File: config.mk
export PLATFORM = sky130hd
export DESIGN_NAME = extend_pipe
export DESIGN_NICKNAME = d
export VERILOG_FILES = /design/src/rtl/extend_pipe.sv
export SDC_FILE = /design/constraint.sdc
export NUM_CORES = 1
export LEC_CHECK = 0
export BUFFER_PORTS_ARGS = -buffer_cell sky130_fd_sc_hd__buf_4
export CAP_MARGIN = 25
export CORE_ASPECT_RATIO = 0.6
export CORE_MARGIN = 8
export CORE_UTILIZATION = 56
export CTS_CLUSTER_DIAMETER = 120
export CTS_CLUSTER_SIZE = 28
export DETAILED_ROUTE_END_ITERATION = 16
export PLACE_DENSITY_LB_ADDON = 0.15
export SLEW_MARGIN = 20
export SYNTH_ARGS = -nofsm -noshare
export SYNTH_HDL_FRONTEND = slang
export SYNTH_SLANG_ARGS = --single-unit
File: constraint.sdc
create_clock -name clk -period 6.1 [get_ports clk]
set_input_delay 1.525 -clock clk [delete_from_list [all_inputs] [get_ports clk]]
set_output_delay 1.525 -clock clk [all_outputs]
set_load 0.005 [all_outputs]
File: src/rtl/extend_pipe.sv
// Registered immediate extender: decodes the instruction immediate field and
// delivers results through a 2-entry in-order buffer with valid/ready and flush.
module extend_pipe #(
  parameter int DATA_W   = 32,
  parameter int INSTR_W  = 24,
  parameter int BR_SHIFT = 2
) (
  input  logic               clk,
  input  logic               reset,
  input  logic [INSTR_W-1:0] Instr,
  input  logic [2:0]         ImmSrc,
  input  logic               InValid,
  output logic               InReady,
  input  logic               Flush,
  input  logic               OutReady,
  output logic               OutValid,
  output logic [DATA_W-1:0]  ExtImm,
  output logic               Err
);

  localparam int ENTRY_W = DATA_W + 1;

  // ---------------------------------------------------------------------------
  // Immediate decode (input side, purely combinational)
  // ---------------------------------------------------------------------------
  logic [DATA_W-1:0]  ext_value;
  logic               ext_err;
  logic [31:0]        rot_src;
  logic [4:0]         rot_amt;
  logic [31:0]        rot_value;
  logic [DATA_W-1:0]  br_sext;
  logic [DATA_W-1:0]  br_value;
  logic [ENTRY_W-1:0] new_entry;

  assign rot_src   = {24'd0, Instr[7:0]};
  assign rot_amt   = {Instr[11:8], 1'b0};
  // A shift by 32 yields zero, so a zero rotate amount falls out naturally.
  assign rot_value = (rot_src >> rot_amt) | (rot_src << (6'd32 - {1'b0, rot_amt}));
  assign br_sext   = DATA_W'($signed(Instr));
  assign br_value  = br_sext << BR_SHIFT;

  always_comb begin
    ext_value = '0;
    ext_err   = 1'b0;
    case (ImmSrc)
      3'b000:  ext_value = DATA_W'(Instr[7:0]);
      3'b001:  ext_value = DATA_W'(Instr[11:0]);
      3'b010:  ext_value = br_value;
      3'b011:  ext_value = DATA_W'(rot_value);
      3'b100:  ext_value = DATA_W'($signed(Instr[11:0]));
      3'b101:  ext_value = DATA_W'({Instr[11:8], Instr[3:0]});
      default: ext_err   = 1'b1;
    endcase
  end

  assign new_entry = {ext_err, ext_value};

  // ---------------------------------------------------------------------------
  // Buffer state
  // ---------------------------------------------------------------------------
  logic [ENTRY_W-1:0] mem_reg [2];
  logic               head_reg, head_next;
  logic               tail_reg, tail_next;
  logic [1:0]         count_reg, count_next;
  logic               in_ready_reg, in_ready_next;
  logic               out_valid_reg, out_valid_next;
  logic [ENTRY_W-1:0] out_reg, out_next;
  logic               push;
  logic               pop;

  assign push = InValid & in_ready_reg & ~Flush;
  assign pop  = out_valid_reg & OutReady & ~Flush;

  always_comb begin
    count_next = count_reg;
    head_next  = head_reg;
    tail_next  = tail_reg;
    out_next   = out_reg;
    if (Flush) begin
      count_next = 2'd0;
      head_next  = 1'b0;
      tail_next  = 1'b0;
    end else begin
      count_next = count_reg + {1'b0, push} - {1'b0, pop};
      head_next  = head_reg ^ pop;
      tail_next  = tail_reg ^ push;
      // The output register always mirrors the post-edge head entry; when that
      // head is the entry being written this cycle, bypass the storage array.
      if (count_next != 2'd0) begin
        if (push && (tail_reg == head_next)) begin
          out_next = new_entry;
        end else begin
          out_next = mem_reg[head_next];
        end
      end
    end
    in_ready_next  = (count_next != 2'd2);
    out_valid_next = (count_next != 2'd0);
  end

  always_ff @(posedge clk) begin
    if (reset) begin
      head_reg      <= 1'b0;
      tail_reg      <= 1'b0;
      count_reg     <= 2'd0;
      in_ready_reg  <= 1'b1;
      out_valid_reg <= 1'b0;
      out_reg       <= '0;
    end else begin
      head_reg      <= head_next;
      tail_reg      <= tail_next;
      count_reg     <= count_next;
      in_ready_reg  <= in_ready_next;
      out_valid_reg <= out_valid_next;
      out_reg       <= out_next;
    end
  end

  generate
    for (genvar gi = 0; gi < 2; gi++) begin : g_slot
      always_ff @(posedge clk) begin
        if (reset) begin
          mem_reg[gi] <= '0;
        end else if (push && (tail_reg == 1'(gi))) begin
          mem_reg[gi] <= new_entry;
        end
      end
    end
  endgenerate

  assign InReady  = in_ready_reg;
  assign OutValid = out_valid_reg;
  assign ExtImm   = out_reg[DATA_W-1:0];
  assign Err      = out_reg[DATA_W];

endmodule
==> impl_metrics.xml <==
<?xml version="1.0" encoding="UTF-8"?>
<metrics>
  <group name="synth">
    <metric name="synth_top_family_by_area" unit="">simple AND/OR/NAND/NOR gates</metric>
    <metric name="yosys_warnings" unit="">0</metric>
    <metric name="synth_mux_area_share" unit="%">5.55</metric>
    <metric name="cell_type_with_the_largest_total_area_after_synthesis" unit="">edfxtp_1</metric>
    <metric name="syn_nets" unit="">634</metric>
    <metric name="synth_flop_cell" unit="">edfxtp_1</metric>
    <metric name="async_flop_share" unit="%">0</metric>
    <metric name="ys_ff_latch" unit="">105</metric>
    <metric name="synth_top_cells_by_area" unit="">edfxtp_1 34%, dfxtp_1 14%, nor2_1 5.5%, nand2_1 4.7%, a32o_1 3.8%</metric>
    <metric name="compound_gate_fraction_of_synth_area" unit="%">18.9</metric>
    <metric name="area_share_of_the_leading_cell_type_in_the_synthesized_netlist" unit="%">34.3</metric>
    <metric name="synth_top_cells_by_count" unit="">84 x nor2_1, 72 x nand2_1, 66 x edfxtp_1</metric>
    <metric name="synthAdderAreaFrac" unit="%">1.08</metric>
    <metric name="syn-instance-count" unit="">597</metric>
    <metric name="most_numerous_cell_in_the_yosys_netlist" unit="">nor2_1</metric>
    <metric name="synth_sequential_area_ratio" unit="%">47.8</metric>
    <metric name="syn_area_per_cell" unit="sq um">9.67</metric>
    <metric name="synth-edff-count" unit="">66</metric>
    <metric name="synth-simple-area-share" unit="%">20.6</metric>
    <metric name="mappedNetlistArea" unit="sq um">5770</metric>
    <metric name="xor_xnor_cell_area_share_of_the_yosys_netlist" unit="%">1.60</metric>
    <metric name="synth_cell_type_count" unit="">59</metric>
  </group>
  <group name="sta">
    <metric name="final.setup.worst_slack" unit="ns">1.94</metric>
    <metric name="min_period" unit="ns">4.16</metric>
    <metric name="fmax" unit="GHz">0.241</metric>
    <metric name="total_negative_slack" unit="ns">0</metric>
    <metric name="worst-slew-pin-transition" unit="ns">0.936</metric>
    <metric name="report.final.hold_viol_count" unit="">0</metric>
    <metric name="maxSlewViolCount" unit="">0</metric>
    <metric name="fin_crit_sh" unit="%">68.2</metric>
    <metric name="rsz0062_at_grt" unit="">false</metric>
    <metric name="skew" unit="ns">0.00749</metric>
    <metric name="timing.slew.headroom" unit="%">37.5</metric>
    <metric name="final-setup-viol-count" unit="">0</metric>
  </group>
  <group name="drt">
    <metric name="ant_nets" unit="">0</metric>
    <metric name="wl_per_cell" unit="microns">22.1</metric>
    <metric name="post_drt_via_cell_ratio" unit="">6.49</metric>
    <metric name="dr_total_vias" unit="">5001</metric>
    <metric name="detailedRoute.firstIterationViolations" unit="">494</metric>
    <metric name="length_of_the_first_detailed_routing_pass_in_iterations" unit="">6</metric>
    <metric name="met2RoutedLength" unit="microns">7630</metric>
    <metric name="drt_drc_violations_left" unit="">0</metric>
    <metric name="topRoutingLayerUsed" unit="">met4</metric>
    <metric name="detail_route.wirelength.met1" unit="microns">7520</metric>
    <metric name="routed-wl-met3" unit="microns">1600</metric>
    <metric name="wirelength_routed" unit="microns">17000</metric>
  </group>
  <group name="die">
    <metric name="placeableCoreArea" unit="sq um">9950</metric>
    <metric name="die_x" unit="microns">147</metric>
    <metric name="chipHeight" unit="microns">94.7</metric>
    <metric name="initial_core_util" unit="%">58.0</metric>
    <metric name="pin_count" unit="">67</metric>
    <metric name="num_rows" unit="">28</metric>
    <metric name="fp.dieArea" unit="sq um">13900</metric>
  </group>
  <group name="worst_hold_path">
    <metric name="worstHoldPathType" unit="">flip-flop to flip-flop</metric>
    <metric name="worstHoldEndpoint" unit="">out_reg[3]</metric>
    <metric name="holdPathStages" unit="">2</metric>
    <metric name="holdCritStartpoint" unit="">out_reg[3]</metric>
  </group>
  <group name="place">
    <metric name="port-buffer-count" unit="">66</metric>
    <metric name="hpwlAfterDp" unit="microns">11300</metric>
    <metric name="preCtsSetupSlack" unit="ns">1.67</metric>
    <metric name="placer_congestion_estimate" unit="">0.955</metric>
  </group>
  <group name="critical_path">
    <metric name="worstPathCellList" unit="">buf_4, or2_2, ha_1, inv_1, ha_1, xnor3_1, a21oi_1, nand2b_1, inv_2, o21ai_0, o21ai_0</metric>
    <metric name="timing.reg2reg.worst_path_depth" unit="">11</metric>
    <metric name="timing.critical_path.arrival" unit="ns">4.42</metric>
    <metric name="crit_fanout" unit="">34</metric>
    <metric name="cp_slowest_cell" unit="">inv_2</metric>
    <metric name="worst_path_largest_cell_delay" unit="ns">0.58</metric>
    <metric name="cpLargestDelayFamily" unit="">compound AO/OA/AOI/OAI gates</metric>
    <metric name="setup.worst_path.start" unit="">Flush</metric>
    <metric name="r2r_start" unit="">InReady</metric>
    <metric name="critical_path.startpoint_type" unit="">input pin</metric>
    <metric name="r2r_setup_slack" unit="ns">2.89</metric>
    <metric name="critPathBufInv" unit="">3</metric>
    <metric name="worst_ep_required_time" unit="ns">6.37</metric>
    <metric name="r2r_end" unit="">out_reg[7]</metric>
    <metric name="criticalPathCategory" unit="">input pin to flip-flop</metric>
    <metric name="endpoint_kind" unit="">flip-flop</metric>
  </group>
  <group name="job">
    <metric name="cap_viol_max_count" unit="">0</metric>
  </group>
  <group name="pwr">
    <metric name="power.density" unit="nW/um^2">251</metric>
    <metric name="internal_power" unit="mW">1.21</metric>
    <metric name="swShare" unit="%">26.7</metric>
    <metric name="pwr-share-seq" unit="%">48.3</metric>
    <metric name="power_switching" unit="mW">0.443</metric>
    <metric name="total_leakage_power" unit="nW">2.49</metric>
    <metric name="ir_worst_vdd" unit="mV">0.186</metric>
    <metric name="power.combinational.fraction" unit="%">15.7</metric>
    <metric name="clock_power_share" unit="%">36.0</metric>
  </group>
  <group name="clock_tree">
    <metric name="cts.path.max_buffers" unit="">2</metric>
    <metric name="ctsResizeCount" unit="">0</metric>
    <metric name="postCtsSetupRepairBufs" unit="">0</metric>
    <metric name="clk_pin_slew" unit="ns">0.07</metric>
    <metric name="tritoncts_num_sinks" unit="">105</metric>
    <metric name="clockRootBuffer" unit="">clkbuf_16</metric>
    <metric name="insertion_delay" unit="ns">0.35</metric>
    <metric name="cts_made_buffers" unit="">9</metric>
    <metric name="tritoncts" unit="">yes</metric>
    <metric name="cts_htree_levels" unit="">3</metric>
    <metric name="post_cts_hold_buffers" unit="">0</metric>
  </group>
  <group name="final_layout">
    <metric name="nets" unit="">668</metric>
    <metric name="drive_above_1_share" unit="%">19.3</metric>
    <metric name="fill_cells" unit="">801</metric>
    <metric name="largest_register_ffs" unit="">66</metric>
    <metric name="area_delta_synth_final" unit="%">14.2</metric>
    <metric name="antenna_cells_inserted" unit="">0</metric>
    <metric name="final_core_util" unit="%">66.3</metric>
  </group>
  <group name="outcome">
    <metric name="status" unit="">finished clean</metric>
  </group>
  <group name="global_routing">
    <metric name="global_router_s_overall_resource_usage" unit="%">24.3</metric>
    <metric name="overflow" unit="">0</metric>
    <metric name="grt_first_pass_wirelength" unit="microns">26600</metric>
    <metric name="grt_pass1_vias" unit="">4790</metric>
    <metric name="largest_net_degree_at_the_start_of_global_routing" unit="">37</metric>
    <metric name="antenna_found_initial" unit="">0</metric>
  </group>
</metrics>
power groups by stage:
stage	Clock [mW]	Combinational [mW]	Sequential, mW
floorplan	0	0.163	0.814
CTS	0.599	0.256	0.802
detailed placement	0	0.255	0.817
global placement	0	0.250	0.815
global route	0.624	0.281	0.805
finish	0.596	0.260	0.802
worst min-delay path, stage by stage, from the launching register on:
cell,delay (ns)
dfxtp_1,0.33
nand2_1,0.04
o21ai_0,0.06
cell type report:
cell class | count | area, sq um | area share, %
multi-input combinational | 431 | 2770 | 42.0
sequential | 105 | 2760 | 41.9
timing repair buffer | 73 | 548 | 8.31
clock buffer | 11 | 243 | 3.68
tap | 135 | 169 | 2.56
clock inverter | 5 | 62.6 | 0.948
inverter | 11 | 41.3 | 0.626
cells in the final DEF, fill, tap and decap left out, types with 10 or more instances in the layout:
cell type and n:
nand3b_1 10, o21ai_0 18, a31oi_1 12, nand2b_1 10, inv_1 10, nor2_1 83, a32o_1 22, mux2_2 16
dfxtp_1 39, edfxtp_1 66, nand3_1 24, buf_4 73, nand2_1 72, mux2i_1 14, a21oi_1 24
stage by stage:
| stage | cell area, sq um | cells | power [mW] | hold WS [ns] |
|---|---|---|---|---|
| 3_5_place_dp | 6290 | 755 | 1.07 | 0.451 |
| 2_1_floorplan | 5770 | 597 | 0.977 | 0.449 |
| 3_3_place_gp | 6290 | 755 | 1.07 | 0.445 |
| 6_report | 6600 | 771 | 1.66 | 0.467 |
| 5_1_grt | 6600 | 771 | 1.71 | 0.488 |
| 4_1_cts | 6600 | 771 | 1.66 | 0.469 |
worst max path at each step:
stage	slack [ns]	endpoint	depth (start not counted)
2_1_floorplan	2.10	out_reg[26]	11
3_3_place_gp	1.76	out_reg[24]	11
3_5_place_dp	1.67	out_reg[6]	11
4_1_cts	1.93	out_reg[7]	11
5_1_grt	1.71	out_reg[6]	12
6_report	1.94	out_reg[7]	11
per-layer routing:
metal	track usage (%)	vias up
li1	-	2281
met1	33.2	2419
met2	38.2	269
met3	5.30	32
met4	7.51	0
met5	0	-
kinds of logic after synthesis:
logic type      after synthesis
mux                          30
buf+inv                      61
compound gates              140
xor+xnor                      9
fa+ha+maj                     5
simple gates                247
flops                       105
Note: power is estimated with default switching activity, not from simulation.
